==> src/rtl/sr_chain_pkg.sv <==
// sr_chain_pkg -- shared types and helpers for the 74HC595 chain loader.
//
// Contents:
//   sr_state_t       loader FSM state encoding (ST_BLANK exists only when
//                    SR_CHAIN_BLANK_EN is defined)
//   SR_STATE_W       width of the state encoding
//   sr_cnt_width()   width of a down-counter that must hold 0..max_count
//   sr_frame_cycles() cycles from handshake to frame_done for one frame
//
// Configuration macro: SR_CHAIN_BLANK_EN (adds the post-latch OE_ blank state).

package sr_chain_pkg;

  localparam int SR_STATE_W = 3;

  typedef enum logic [SR_STATE_W-1:0] {
    ST_CLEAR_MR    = 3'd0,
    ST_CLEAR_LATCH = 3'd1,
    ST_IDLE        = 3'd2,
    ST_SHIFT_LO    = 3'd3,
    ST_SHIFT_HI    = 3'd4,
    ST_LATCH       = 3'd5
`ifdef SR_CHAIN_BLANK_EN
    ,
    ST_BLANK       = 3'd6
`endif
  } sr_state_t;

  // Width of a counter holding values 0..max_count; never narrower than 1.
  function automatic int sr_cnt_width(input int max_count);
    if (max_count < 1) begin
      return 1;
    end else begin
      return $clog2(max_count + 1);
    end
  endfunction

  // Handshake cycle is cycle 0; frame_done appears this many cycles later.
  function automatic int sr_frame_cycles(input int chain_bits, input int clk_div,
                                         input int blank);
    return (2 * chain_bits + 1) * clk_div + 1 + blank;
  endfunction

endpackage

==> src/rtl/sr_chain_loader_div_tick.sv <==
// sr_div_tick -- reloadable CLK_DIV down-counter shared by every timed state
// of the chain loader.
//
// The counter holds "cycles left in the current state minus one". tick is
// high in the last cycle of each CLK_DIV-long interval; the counter reloads
// itself on that cycle so consecutive timed states chain without a gap.
// restart (or reset) forces a reload, which is how a new interval is aligned
// to the cycle after the FSM leaves an untimed state.
//
// Ports:
//   clk      rising-edge clock
//   reset    synchronous active-high reset (reloads the counter)
//   restart  synchronous reload request
//   tick     terminal-count flag, derived only from the counter register

module sr_div_tick
  import sr_chain_pkg::*;
#(
  parameter int CLK_DIV = 4
) (
  input  logic clk,
  input  logic reset,
  input  logic restart,
  output logic tick
);

  localparam int                DIV_W  = sr_cnt_width(CLK_DIV);
  localparam logic [DIV_W-1:0]  RELOAD = DIV_W'(CLK_DIV - 1);
  localparam logic [DIV_W-1:0]  ZERO   = {DIV_W{1'b0}};
  localparam logic [DIV_W-1:0]  ONE    = DIV_W'(1);

  if (CLK_DIV < 1) begin : g_bad_clk_div
    $error("sr_div_tick: CLK_DIV must be >= 1");
  end

  logic [DIV_W-1:0] cnt_r;

  // Down-count, reloading on terminal count, restart or reset.
  always_ff @(posedge clk) begin
    if (reset || restart || (cnt_r == ZERO)) begin
      cnt_r <= RELOAD;
    end else begin
      cnt_r <= cnt_r - ONE;
    end
  end

  assign tick = (cnt_r == ZERO);

endmodule

==> src/rtl/sr_chain_loader.sv <==
// sr_chain_loader -- multi-channel driver for chains of 74HC595-style
// serial-in/parallel-out shift registers.
//
// One parallel frame (one word per channel) is accepted through a
// valid/ready handshake and shifted MSB-first onto each channel's DS line.
// All chains share SHCP/STCP/MR_/OE_. After reset the chains are cleared
// (MR_ low, then a storage latch with MR_ still low) so their outputs read
// all-zero before the first frame.
//
// Ports:
//   master_clk  sole clock, rising edge
//   reset       synchronous active-high reset; aborts any frame in flight
//   in_valid    frame offered
//   in_ready    loader idle; frame accepted when in_valid && in_ready
//   in_data     channel c = in_data[c*CHAIN_BITS +: CHAIN_BITS]
//   DS          serial data, bit c drives chain c
//   SHCP        shift clock to all chains
//   STCP        storage latch clock to all chains
//   MR_         active-low chain clear
//   OE_         active-low output enable
//   busy        high in every state except IDLE
//   frame_done  one-cycle pulse in the IDLE cycle after a frame is latched
//
// Configuration macro: SR_CHAIN_BLANK_EN. When defined, OE_ is held high
// during the clear states, LATCH and BLANK_CYCLES cycles of a BLANK state,
// hiding the display while a scanned layer changes. When undefined, OE_ is
// tied low and BLANK_CYCLES is only range-checked.

module sr_chain_loader
  import sr_chain_pkg::*;
#(
  parameter int CHANNELS     = 4,
  parameter int CHAIN_BITS   = 56,
  parameter int CLK_DIV      = 4,
  parameter int BLANK_CYCLES = 8
) (
  input  logic                           master_clk,
  input  logic                           reset,
  input  logic                           in_valid,
  output logic                           in_ready,
  input  logic [CHANNELS*CHAIN_BITS-1:0] in_data,
  output logic [CHANNELS-1:0]            DS,
  output logic                           SHCP,
  output logic                           STCP,
  output logic                           MR_,
  output logic                           OE_,
  output logic                           busy,
  output logic                           frame_done
);

  if ((CHANNELS < 1) || (CHAIN_BITS < 1) || (BLANK_CYCLES < 1)) begin : g_bad_param
    $error("sr_chain_loader: CHANNELS, CHAIN_BITS and BLANK_CYCLES must be >= 1");
  end

  localparam int               BIT_W     = sr_cnt_width(CHAIN_BITS);
  localparam logic [BIT_W-1:0] BITS_LOAD = BIT_W'(CHAIN_BITS);
  localparam logic [BIT_W-1:0] BIT_ONE   = BIT_W'(1);
  localparam logic [BIT_W-1:0] BIT_ZERO  = {BIT_W{1'b0}};

  sr_state_t                            state_r;
  logic [CHANNELS-1:0][CHAIN_BITS-1:0]  shadow_r;
  logic [CHANNELS-1:0][CHAIN_BITS-1:0]  shadow_shift_s;
  logic [CHANNELS-1:0]                  ds_r;
  logic [CHANNELS-1:0]                  ds_load_s;
  logic [CHANNELS-1:0]                  ds_next_s;
  logic [BIT_W-1:0]                     bit_cnt_r;
  logic                                 shcp_r;
  logic                                 stcp_r;
  logic                                 mr_n_r;
  logic                                 in_ready_r;
  logic                                 busy_r;
  logic                                 frame_done_r;
  logic                                 tick_s;
  logic                                 restart_s;

`ifdef SR_CHAIN_BLANK_EN
  localparam int                 BLANK_W    = sr_cnt_width(BLANK_CYCLES);
  localparam logic [BLANK_W-1:0] BLANK_LOAD = BLANK_W'(BLANK_CYCLES - 1);
  localparam logic [BLANK_W-1:0] BLANK_ONE  = BLANK_W'(1);
  localparam logic [BLANK_W-1:0] BLANK_ZERO = {BLANK_W{1'b0}};

  logic [BLANK_W-1:0] blank_cnt_r;
  logic               oe_n_r;

  assign OE_ = oe_n_r;
`else
  assign OE_ = 1'b0;
`endif

  // The divider idles in reload while waiting for a frame, so the first
  // SHIFT_LO interval starts cleanly on the cycle after the handshake.
  assign restart_s = (state_r == ST_IDLE);

  sr_div_tick #(
    .CLK_DIV (CLK_DIV)
  ) u_div (
    .clk     (master_clk),
    .reset   (reset),
    .restart (restart_s),
    .tick    (tick_s)
  );

  // Per-channel MSB of the incoming frame and of the shadow after one shift.
  always_comb begin
    shadow_shift_s = '0;
    ds_load_s      = '0;
    ds_next_s      = '0;
    for (int c = 0; c < CHANNELS; c++) begin
      shadow_shift_s[c] = shadow_r[c] << 1'b1;
      ds_next_s[c]      = shadow_shift_s[c][CHAIN_BITS-1];
      ds_load_s[c]      = in_data[c*CHAIN_BITS + CHAIN_BITS - 1];
    end
  end

  // Loader FSM; every output is a register updated on state transitions.
  always_ff @(posedge master_clk) begin
    if (reset) begin
      state_r      <= ST_CLEAR_MR;
      shadow_r     <= '0;
      bit_cnt_r    <= BIT_ZERO;
      ds_r         <= '0;
      shcp_r       <= 1'b0;
      stcp_r       <= 1'b0;
      mr_n_r       <= 1'b0;
      in_ready_r   <= 1'b0;
      busy_r       <= 1'b1;
      frame_done_r <= 1'b0;
`ifdef SR_CHAIN_BLANK_EN
      oe_n_r       <= 1'b1;
      blank_cnt_r  <= BLANK_ZERO;
`endif
    end else begin
      frame_done_r <= 1'b0;
      case (state_r)
        ST_CLEAR_MR: begin
          if (tick_s) begin
            // Latch the cleared shift stage so the chain outputs read zero.
            state_r <= ST_CLEAR_LATCH;
            stcp_r  <= 1'b1;
          end else begin
            state_r <= ST_CLEAR_MR;
          end
        end

        ST_CLEAR_LATCH: begin
          if (tick_s) begin
            state_r    <= ST_IDLE;
            stcp_r     <= 1'b0;
            mr_n_r     <= 1'b1;
            in_ready_r <= 1'b1;
            busy_r     <= 1'b0;
`ifdef SR_CHAIN_BLANK_EN
            oe_n_r     <= 1'b0;
`endif
          end else begin
            state_r <= ST_CLEAR_LATCH;
          end
        end

        ST_IDLE: begin
          if (in_valid) begin
            state_r    <= ST_SHIFT_LO;
            shadow_r   <= in_data;
            bit_cnt_r  <= BITS_LOAD;
            ds_r       <= ds_load_s;
            in_ready_r <= 1'b0;
            busy_r     <= 1'b1;
          end else begin
            state_r <= ST_IDLE;
          end
        end

        ST_SHIFT_LO: begin
          if (tick_s) begin
            state_r <= ST_SHIFT_HI;
            shcp_r  <= 1'b1;
          end else begin
            state_r <= ST_SHIFT_LO;
          end
        end

        ST_SHIFT_HI: begin
          if (tick_s) begin
            // DS only moves on the falling SHCP edge, giving a full
            // CLK_DIV of hold after the rise and of setup before the next.
            shcp_r    <= 1'b0;
            shadow_r  <= shadow_shift_s;
            bit_cnt_r <= bit_cnt_r - BIT_ONE;
            if (bit_cnt_r == BIT_ONE) begin
              state_r <= ST_LATCH;
              stcp_r  <= 1'b1;
              ds_r    <= '0;
`ifdef SR_CHAIN_BLANK_EN
              oe_n_r  <= 1'b1;
`endif
            end else begin
              state_r <= ST_SHIFT_LO;
              ds_r    <= ds_next_s;
            end
          end else begin
            state_r <= ST_SHIFT_HI;
          end
        end

        ST_LATCH: begin
          if (tick_s) begin
            stcp_r <= 1'b0;
`ifdef SR_CHAIN_BLANK_EN
            state_r     <= ST_BLANK;
            blank_cnt_r <= BLANK_LOAD;
`else
            state_r      <= ST_IDLE;
            frame_done_r <= 1'b1;
            in_ready_r   <= 1'b1;
            busy_r       <= 1'b0;
`endif
          end else begin
            state_r <= ST_LATCH;
          end
        end

`ifdef SR_CHAIN_BLANK_EN
        ST_BLANK: begin
          if (blank_cnt_r == BLANK_ZERO) begin
            state_r      <= ST_IDLE;
            oe_n_r       <= 1'b0;
            frame_done_r <= 1'b1;
            in_ready_r   <= 1'b1;
            busy_r       <= 1'b0;
          end else begin
            state_r     <= ST_BLANK;
            blank_cnt_r <= blank_cnt_r - BLANK_ONE;
          end
        end
`endif

        default: begin
          // Unreachable encoding: recover through a full clear sequence.
          state_r    <= ST_CLEAR_MR;
          ds_r       <= '0;
          shcp_r     <= 1'b0;
          stcp_r     <= 1'b0;
          mr_n_r     <= 1'b0;
          in_ready_r <= 1'b0;
          busy_r     <= 1'b1;
`ifdef SR_CHAIN_BLANK_EN
          oe_n_r     <= 1'b1;
`endif
        end
      endcase
    end
  end

  assign DS         = ds_r;
  assign SHCP       = shcp_r;
  assign STCP       = stcp_r;
  assign MR_        = mr_n_r;
  assign in_ready   = in_ready_r;
  assign busy       = busy_r;
  assign frame_done = frame_done_r;

endmodule

==> config.mk <==
export PLATFORM = sky130hd
export DESIGN_NAME = sr_chain_loader
export DESIGN_NICKNAME = d
export VERILOG_FILES = /design/src/rtl/sr_chain_pkg.sv /design/src/rtl/sr_chain_loader_div_tick.sv /design/src/rtl/sr_chain_loader.sv
export SDC_FILE = /design/constraint.sdc
export NUM_CORES = 1
export LEC_CHECK = 0
export BUFFER_PORTS_ARGS = -buffer_cell sky130_fd_sc_hd__buf_2
export CAP_MARGIN = 10
export CORE_AREA = 2 2 213 215
export CTS_CLUSTER_SIZE = 14
export DETAILED_ROUTE_END_ITERATION = 8
export DIE_AREA = 0 0 215 217
export PLACE_DENSITY = 0.52
export SLEW_MARGIN = 30
export SYNTH_ARGS = -nofsm -noshare
export SYNTH_HDL_FRONTEND = slang
export SYNTH_SLANG_ARGS = --single-unit
==> constraint.sdc <==
create_clock -name master_clk -period 2.53 [get_ports master_clk]
set_input_delay 0.253 -clock master_clk [delete_from_list [all_inputs] [get_ports master_clk]]
set_output_delay 0.253 -clock master_clk [all_outputs]
set_load 0.03 [all_outputs]
==> run summary <==
Syn Inst Count: 1343
Clk sink count: 242
Initial DRT Pass Iterations: 5
Max Root-Sink Buffers: 3
Dpl hpwl: 20640 um
Top delay family on crit path: flip-flops
Worst Hold Class: in2reg
Pin count of the biggest net entering global routing: 95
Clock network power share: 50.1%
Final setup violation count: 0
CP startpoint kind: flop
CP Capture Type: flop
Clk slew on worst S/H paths: 0.06 ns
Outcome: completed
Die area: 46660 sq um
Yosys warnings: 0
Synth Cell Area: 11850 sq um
Number of flops mapped to enable cells by yosys: 0
Max cap viols: 0
Achievable clock frequency: 436.8 MHz
Crit path cell chain: and4bb_2 -> o21a_4 -> buf_12 -> nor2_1 -> a311oi_2
Share of cells above drive strength 1: 32.65%
Leak: 6.124 nW
GP Congestion: 0.7789
Avg Vias per Cell: 4.652
CTS Buf Count: 31
Vias in the first global route: 11130
Io pins: 238
Worst skew pair latency: 0.56 ns
TritonCTS clock tree: built
Initial antenna violation count: 6
First-pass GRT wire length: 56080 um
Ys async rst share: 0%
Max-slew violation count: 0
1st-iter DRT viols: 488
Via count: 11010
Largest stage delay, worst path: 0.69 ns
Post-synthesis sequential area ratio: 40.90%
Root Driver: clkbuf_16
Measured slew at the worst slew-check pin: 0.7602 ns
Drt wl/cell: 14.54 um
Combinational share of power: 8.4%
Drt drc: 0
Starting density of the core: 26.50%
Number of hold violations in the final report: 0
Sw Ratio: 22.75%
Setup_tns: 0 ns
Gr usage total: 14.41%
Final min period: 2.290 ns
Die width: 215 um
H-tree depth: 1
Die Height: 217 um
Crit share post-route: 90.50%
#FFs+latches synth: 242
Total grt overflow: 0
Flip-flop and latch area: 4845 sq um
Pint: 7.191 mW
Worst Path Buf+Inv: 1
Core ar.: 44700 sq um
Multi-input logic area: 6200 sq um
Ys flop type: dfxtp_1
Flop pwr share: 41.5%
Switching power: 2.118 mW
Worst clock skew: 0.01057 ns
Post-CTS resize count: 0
Max VDD drop: 0.5034 mV
Max-slew headroom at the worst pin: 49.32%
PwrDens: 551.7 nW/um^2
Worst EP required: 3.00 ns
Crit-path slowest cell: dfxtp_1
RSZ-0062 raised after global routing: no
Synth unique cells: 46
Final Net Count: 1968
Area growth, synth to finish: 42.44%
Crit-path max FO: 88
Synthesized Nets: 1574
Core Rows: 78
Total chip power: 9.309 mW
Mean Syn Cell Area: 8.820 sq um
Fillers: 4551
Critical Path AT: 2.76 ns
I/O Buffers: 236
Final wirelength: 34400 um
Setup bufs post-CTS: 0
Final ANT Viol Nets: 0
Kind of critical path: reg2reg
## layer usage
| metal | GRT usage [%] | vias to the layer above | share of wire (%) |
|---|---|---|---|
| li1 | - | 5483 | - |
| met1 | 18.78 | 5191 | 46 |
| met2 | 23.38 | 248 | 46 |
| met3 | 2.725 | 82 | 4.9 |
| met4 | 6.046 | 2 | 3.4 |
| met5 | 0 | - | 0.020 |
## tightest hold or removal path, stage by stage
cell	delay, ns
buf_2	0.14
nand2_1	0.11
a21oi_1	0.07
## per-stage QoR
| stage | area [sq um] | util (%) | hold WS, ns | std cells | worst slack, ns |
|---|---|---|---|---|---|
| global route | 16870 | 37.75 | 0.03818 | 2366 | 0.1203 |
| global placement | 13530 | 30.28 | 0.3672 | 2080 | 0.3954 |
| floorplan | 11850 | - | 0.3579 | 1343 | 0.7723 |
| CTS | 16860 | 37.72 | 0.01877 | 2361 | 0.2470 |
| finish | 16870 | 37.75 | 0.07231 | 2366 | 0.2404 |
| detailed placement | 13530 | 30.28 | 0.3707 | 2080 | 0.2886 |
## cell usage in the layout, fill, tap and decap left out, types with 3 or more instances in the layout
cell type,netlist,final
buf_4,12,6
a311oi_2,154,154
clkbuf_1,69,7
nand3b_1,4,4
nor3_1,7,7
nand2_1,440,440
xor2_1,3,3
a32oi_1,4,4
nor2_1,126,126
diode_2,0,5
clkinv_2,0,3
buf_2,30,235
a31oi_1,3,3
clkbuf_8,0,9
nand2b_1,3,3
a22oi_1,4,4
buf_12,11,23
dfxtp_1,242,242
ha_1,4,4
bufinv_16,0,4
nor2_2,100,100
o22ai_1,4,4
a21oi_1,9,9
a311oi_1,62,62
o21ai_0,7,7
dlygate4sd3_1,0,224
clkbuf_16,0,31
inv_1,11,11
## path summary, 6_finish.rpt
path / start / end / slack [ns] / depth (start not counted)
min: in_valid / bit_cnt_r[5]$_SDFFE_PP0P_ / 0.07 / 3
max reg2reg: state_r[2]$_SDFF_PP0_ / shadow_r[139]$_SDFFE_PP0P_ / 0.24 / 5
max: state_r[2]$_SDFF_PP0_ / shadow_r[139]$_SDFFE_PP0P_ / 0.24 / 5
min reg2reg: u_div.cnt_r[0]$_SDFF_PP1_ / u_div.cnt_r[0]$_SDFF_PP1_ / 0.38 / 1
## cells by family after synthesis
family                   after synthesis  synth area share, %
other                                  1              0.03166
buffers and inverters                139                6.929
flip-flops                           242                40.90
adder cells (fa/ha/maj)                4               0.4225
AND/OR/NAND/NOR                      697                25.07
AO/OA/AOI/OAI                        255                26.28
XOR/XNOR                               5               0.3698
## power groups by stage
stage | sequential, mW | combinational (mW) | clock [mW]
floorplan | 3.94 | 0.257 | 0
global placement | 3.94 | 0.504 | 0
detailed placement | 3.94 | 0.509 | 0
CTS | 3.86 | 0.783 | 4.84
global route | 3.86 | 0.854 | 4.97
finish | 3.86 | 0.786 | 4.66
## registers in the layout, indices dropped and copies added, names as in the netlist
name	count
frame_done	1
DS	4
state_r	3
busy	1
u_div.cnt_r	3
shadow_r	216
SHCP	1
STCP	1
MR_	1
ds_next_s	4
bit_cnt_r	6
in_ready	1
## cell type report
class	count	area share, %
Clock buffer	47	5.488
Timing Repair Buffer	489	23.34
Sequential cell	242	28.71
Multi-Input combinational cell	962	36.74
Antenna cell	5	0.07416
Clock inverter	10	0.9418
Inverter	11	0.2447
Tap cell	600	4.449
## timing repair
item	CTS	global route
hold buffers	224	0
endpoints found under the hold margin	224	0
endpoints found under the setup margin	0	0
## cell usage after synthesis (all sizes together), types with 2 or more instances
library cell,number,area share [%]
a21oi,9,0.38
a22oi,4,0.25
a311oi,216,24
a31oi,3,0.16
a32oi,4,0.30
buf,59,4.4
clkbuf,69,2.2
dfxtp,242,41
ha,4,0.42
inv,11,0.35
nand2,440,14
nand2b,3,0.16
nand3,3,0.13
nand3b,4,0.25
nor2,226,9.3
nor2b,2,0.11
nor3,7,0.30
nor3b,4,0.39
nor4,2,0.11
o21ai,7,0.30
o22ai,4,0.21
xnor2,2,0.15
xor2,3,0.22
(Power assumes the default switching activity.)
